--- src/rtl/jpeg_pkg.sv ---
// Shared JPEG datapath types, widths and the 8x8 IDCT cosine ROM.
// Imported by the row stage now and by column-stage blocks later.
package jpeg_pkg;

  localparam int COEF_W = 9;
  localparam int PIX_W  = 8;
  localparam int ACC_W  = 24;
  localparam int ROM_W  = 12;
  localparam int ROW_N  = 8;

  // Element 7 is X0 / p0 so the packed row matches the bus bit order.
  typedef logic [ROW_N-1:0][COEF_W-1:0] coef_row_t;
  typedef logic [ROW_N-1:0][PIX_W-1:0]  pix_row_t;

  typedef enum logic [1:0] {
    ST_IDLE,
    ST_CALC,
    ST_DONE
  } idct_state_t;

  // T[n][k] = round(2^9 * C_k * cos((2n+1)k*pi/16)), C_0 = 1/sqrt(2).
  localparam logic signed [ROM_W-1:0] T_ROM [8][8] = '{
    '{ 12'sd362,  12'sd502,  12'sd473,  12'sd426,
       12'sd362,  12'sd284,  12'sd196,  12'sd100 },
    '{ 12'sd362,  12'sd426,  12'sd196, -12'sd100,
      -12'sd362, -12'sd502, -12'sd473, -12'sd284 },
    '{ 12'sd362,  12'sd284, -12'sd196, -12'sd502,
      -12'sd362,  12'sd100,  12'sd473,  12'sd426 },
    '{ 12'sd362,  12'sd100, -12'sd473, -12'sd284,
       12'sd362,  12'sd426, -12'sd196, -12'sd502 },
    '{ 12'sd362, -12'sd100, -12'sd473,  12'sd284,
       12'sd362, -12'sd426, -12'sd196,  12'sd502 },
    '{ 12'sd362, -12'sd284, -12'sd196,  12'sd502,
      -12'sd362, -12'sd100,  12'sd473, -12'sd426 },
    '{ 12'sd362, -12'sd426,  12'sd196,  12'sd100,
      -12'sd362,  12'sd502, -12'sd473,  12'sd284 },
    '{ 12'sd362, -12'sd502,  12'sd473, -12'sd426,
       12'sd362, -12'sd284,  12'sd196, -12'sd100 }
  };

  function automatic logic signed [ROM_W-1:0] rom_t(
    input logic [2:0] n,
    input logic [2:0] k
  );
    return T_ROM[n][k];
  endfunction

endpackage

--- src/rtl/idct_dot8.sv ---
// Combinational 8-tap dot product: one IDCT output pixel.
// Ports: coef (row X0..X7), n (pixel index) -> pix (clamped 8-bit).
module idct_dot8
  import jpeg_pkg::*;
#(
  parameter int FRAC = 8,
  parameter int CW   = 12
) (
  input  coef_row_t        coef,
  input  logic [2:0]       n,
  output logic [PIX_W-1:0] pix
);

  localparam int HALF    = 1 << (FRAC - 1);
  localparam int PIX_MAX = (1 << PIX_W) - 1;

  logic signed [COEF_W-1:0] c_k [8];
  logic signed [CW-1:0]     t_k [8];
  logic signed [ACC_W-1:0]  acc;
  logic signed [ACC_W-1:0]  rnd;
  logic signed [ACC_W-1:0]  sh;

  always_comb begin
    acc = '0;
    for (int k = 0; k < 8; k++) begin
      c_k[k] = coef[7-k];
      t_k[k] = CW'(rom_t(n, 3'(k)));
      acc = acc + ACC_W'(c_k[k]) * ACC_W'(t_k[k]);
    end
  end

  // Arithmetic shift floors, so the rounding bias sits before it.
  assign rnd = acc + ACC_W'(HALF);
  assign sh  = rnd >>> FRAC;

  always_comb begin
    pix = sh[PIX_W-1:0];
    if (sh < 0)
      pix = '0;
    else if (sh > PIX_MAX)
      pix = '1;
  end

endmodule

--- src/rtl/idct_row.sv ---
// Sequential 8-point row IDCT, one pixel per cycle, valid/ready both sides.
// Ports: clk, rst_n, in_data/in_valid/in_ready, out_data/out_valid/out_ready.
module idct_row
  import jpeg_pkg::*;
#(
  parameter int FRAC = 8,
  parameter int CW   = 12
) (
  input  logic        clk,
  input  logic        rst_n,
  input  logic [71:0] in_data,
  input  logic        in_valid,
  output logic        in_ready,
  output logic [63:0] out_data,
  output logic        out_valid,
  input  logic        out_ready
);

  idct_state_t      state;
  logic [2:0]       n;
  coef_row_t        coef_q;
  pix_row_t         pix_q;
  logic [PIX_W-1:0] pix;

  idct_dot8 #(
    .FRAC(FRAC),
    .CW  (CW)
  ) u_dot (
    .coef(coef_q),
    .n   (n),
    .pix (pix)
  );

  always_ff @(posedge clk or negedge rst_n) begin
    if (!rst_n) begin
      state  <= ST_IDLE;
      n      <= '0;
      coef_q <= '0;
      pix_q  <= '0;
    end else begin
      unique case (state)
        ST_IDLE: begin
          if (in_valid) begin
            coef_q <= in_data;
            pix_q  <= '0;
            n      <= '0;
            state  <= ST_CALC;
          end
        end
        ST_CALC: begin
          // p0 lives in the top byte.
          pix_q[3'd7 - n] <= pix;
          n <= n + 3'd1;
          if (n == 3'd7)
            state <= ST_DONE;
        end
        ST_DONE: begin
          if (out_ready)
            state <= ST_IDLE;
        end
        default: state <= ST_IDLE;
      endcase
    end
  end

  assign in_ready  = (state == ST_IDLE);
  assign out_valid = (state == ST_DONE);
  assign out_data  = pix_q;

endmodule

--- config.mk ---
export PLATFORM = sky130hd
export DESIGN_NAME = idct_row
export DESIGN_NICKNAME = d
export VERILOG_FILES = /design/src/rtl/jpeg_pkg.sv /design/src/rtl/idct_dot8.sv /design/src/rtl/idct_row.sv
export SDC_FILE = /design/constraint.sdc
export NUM_CORES = 2
export LEC_CHECK = 0
export ABC_AREA = 0
export ABC_CLOCK_PERIOD_IN_PS = 11500
export BUFFER_PORTS_ARGS = -buffer_cell sky130_fd_sc_hd__buf_2
export CORE_MARGIN = 2
export CORE_UTILIZATION = 40
export DETAILED_ROUTE_END_ITERATION = 16
export GPL_TIMING_DRIVEN = 0
export PLACE_DENSITY_LB_ADDON = 0.2
export SLEW_MARGIN = 40
export SYNTH_ARGS = -nofsm -noshare
export SYNTH_HDL_FRONTEND = slang
export SYNTH_HIERARCHICAL = 1
export SYNTH_SLANG_ARGS = --single-unit
--- constraint.sdc ---
create_clock -name clk -period 11.5 [get_ports clk]
set_input_delay 0.575 -clock clk [delete_from_list [all_inputs] [get_ports clk]]
set_output_delay 0.575 -clock clk [all_outputs]
set_load 0.02 [all_outputs]
==> metrics.cfg <==
[status]
status = finished, final reports clean

[synthesis]
synth_area_per_cell_sq_um = 10.6
ys_seq_elements = 141
ys_types = 74
ys_warn_count = 6
synthTopCellsByCount = inv_1, fa_1, nand2_1, ha_1, and2_1
yosysSeqAreaShare_pct = 11.2
syn-cell-area_sq_um = 31600
synthArstFlopShare_pct = 100
synth_edf_count = 0
yosysMostFrequentCell = inv_1
synth_area_leaders = fa_1, dfrtp_1, inv_1
synthFlopType = dfrtp_1
netlist.area_leader.share_pct = 50.7
syn_nets = 4062
syn_inst = 2970
yosysTopAreaCell = fa_1

[global_route]
grt_util_all_layers_pct = 22.8
grt_first_pass_wirelength_mm = 135
grt_pass1_vias = 21400
antenna_found_initial = 3
grt_max_degree = 67
grt_remaining_overflow = 0

[sta]
whs_ns = 0.276
worstMarginPinSlew_ns = 0.876
fin_crit_sh_pct = 96.9
max_freq_mhz = 89.8
rsz0062_at_grt = false
slew_headroom_pct = 41.6
hold_viol = 0
setup_viol = 0
post-route-min-period_ns = 11.14
final_max_slew_viol_count = 0
finClkSkew_ns = 0.0271

[routing]
vias = 19600
final_antenna_net_count = 0
wl_per_cell_um = 20.4
drt_iter0_markers = 1226
drc = 0
routed_wl_mm = 85.7
viasPerCell = 4.67
dr.pass1.iters = 5

[place]
hpwl_mm = 74.5
gp_congestion = 0.920
port_buffers = 141

[die]
die_h_um = 285
start_util_pct = 40.2
die_w_um = 285
dieArea_sq_um = 81200
row_count = 103
coreArea_sq_um = 78600
io_pins = 142

[clock_tree]
ctsLongestPathBuffers = 2
cts_made_buffers = 17
cts.clk_slew.worst_paths_ns = 0.09
clock_latency_ns = 0.52
numClockSinks = 141
cts_tree = done
h-tree-depth = 4
cts_root_buffer = clkbuf_16

[setup_path]
crit_type = register to register
arrival_ns = 11.52
worstPathMaxFanout = 14
crit_path_top_delay_cell = dfrtp_4
slowest_delay_ns = 0.55
worstPathRequired_ns = 11.88
r2r_slack_ns = 0.36
crit_buf_inv = 14
endpoint_kind = register
crit_family = adder cells
startpoint_type = register
crit_top_cell = fa_1

[worst_hold_path]
worstHoldPathType = input pin to register

[cells_and_area]
syn_to_final_growth_pct = 9.51
num-fill-cells = 7620
drive_gt1_share_pct = 11.0
nets = 4231

[job]
drv_cap = 0

[cells in the final DEF, fill, tap and decap left out, types with 5 or more instances in the layout]
master     Yosys  layout
fa_1         799     796
buf_8          4       5
a41oi_1        8       8
buf_2          2     146
buf_6          9      12
buf_4          1       7
ha_1         217     215
and2_1       153     153
clkinv_8       0       8
nand2b_1      53      53
inv_1        914     906
xor2_1         6       5
clkbuf_16      0      17
nor2_1        34      33
a21oi_1       12       9
nand3_1        5       5
mux2_4        72      72
dfrtp_1      141     139
clkbuf_2       2      21
xnor2_1       10       9
o21ai_0       11      10
clkbuf_1      52      24
mux2i_1       67      64
nand2_1      252     252
inv_2          0       8
nor2b_1       60      60
[path summary, 6_finish.rpt]
path,cells past startpoint,end,from
min,2,coef_q[44],in_data[44]
min in group asynchronous,2,coef_q[45],rst_n
min reg2reg,1,coef_q[59],coef_q[59]
max reg2reg,36,out_data[2],n[1]
max,36,out_data[2],n[1]
max in group asynchronous,4,out_data[14],rst_n
[stage by stage]
step	setup slack [ns]	area, sq um	setup TNS (ns)	cells	utilization (%)
after detailed placement	-1.76	33800	-107.26	4166	43.0
after CTS	0.0176	34500	0	4197	43.8
after global placement	-3.33	33600	-207.19	4161	42.7
after floorplan	1.23	31600	0	2970	-
after global routing	0.00194	34600	0	4203	44.0
final	0.362	34600	0	4203	44.0
[area by class of cell]
class                   instances  area, sq um  area share, %
diodes                          1         2.50        0.00724
plain buffers                  70          430           1.24
clock buffers                  17          425           1.23
clock inverters                15          206          0.597
inverters                     917         3450           9.98
multi-input cells            1839        24400           70.4
flip-flops and latches        141         3530           10.2
well taps                    1050         1310           3.80
repair buffers                153          860           2.49
[repair_timing]
item | CTS | global route
pin swaps | 0 | 3
cloned | 0 | 0
hold endpoints to repair | 34 | 0
endpoints found under the setup margin | 64 | 64
buffers inserted | 0 | 6
hold buffers | 1 | 0
resized for setup | 30 | 27
[kinds of logic (layout without fill, tap and decap cells)]
logic type / after synthesis / count (layout) / synth area share, %
buf+inv: 990 / 1172 / 12.2
compound gates: 74 / 74 / 1.68
mux: 140 / 140 / 5.58
simple gates: 590 / 590 / 9.56
fa+ha+maj: 1016 / 1016 / 59.3
xor+xnor: 18 / 18 / 0.586
flops: 141 / 141 / 11.2
other cells: 1 / 2 / 0.0119
[sequential cells by signal, indices dropped and copies added (netlist names)]
name,count
n,3
state,2
coef_q,72
out_data,64
[metal layers]
layer  wire (um)  vias to the layer above  global-route usage (%)
met1       37700                    10200                    32.2
met5           0                        -                       0
li1            -                     8850                       -
met4        2160                        0                    6.51
met3        4430                       68                    3.26
met2       41400                      495                    36.7
Power is not shown: default switching activity piles up to over one toggle a cycle in this logic, so the estimate is an artifact.
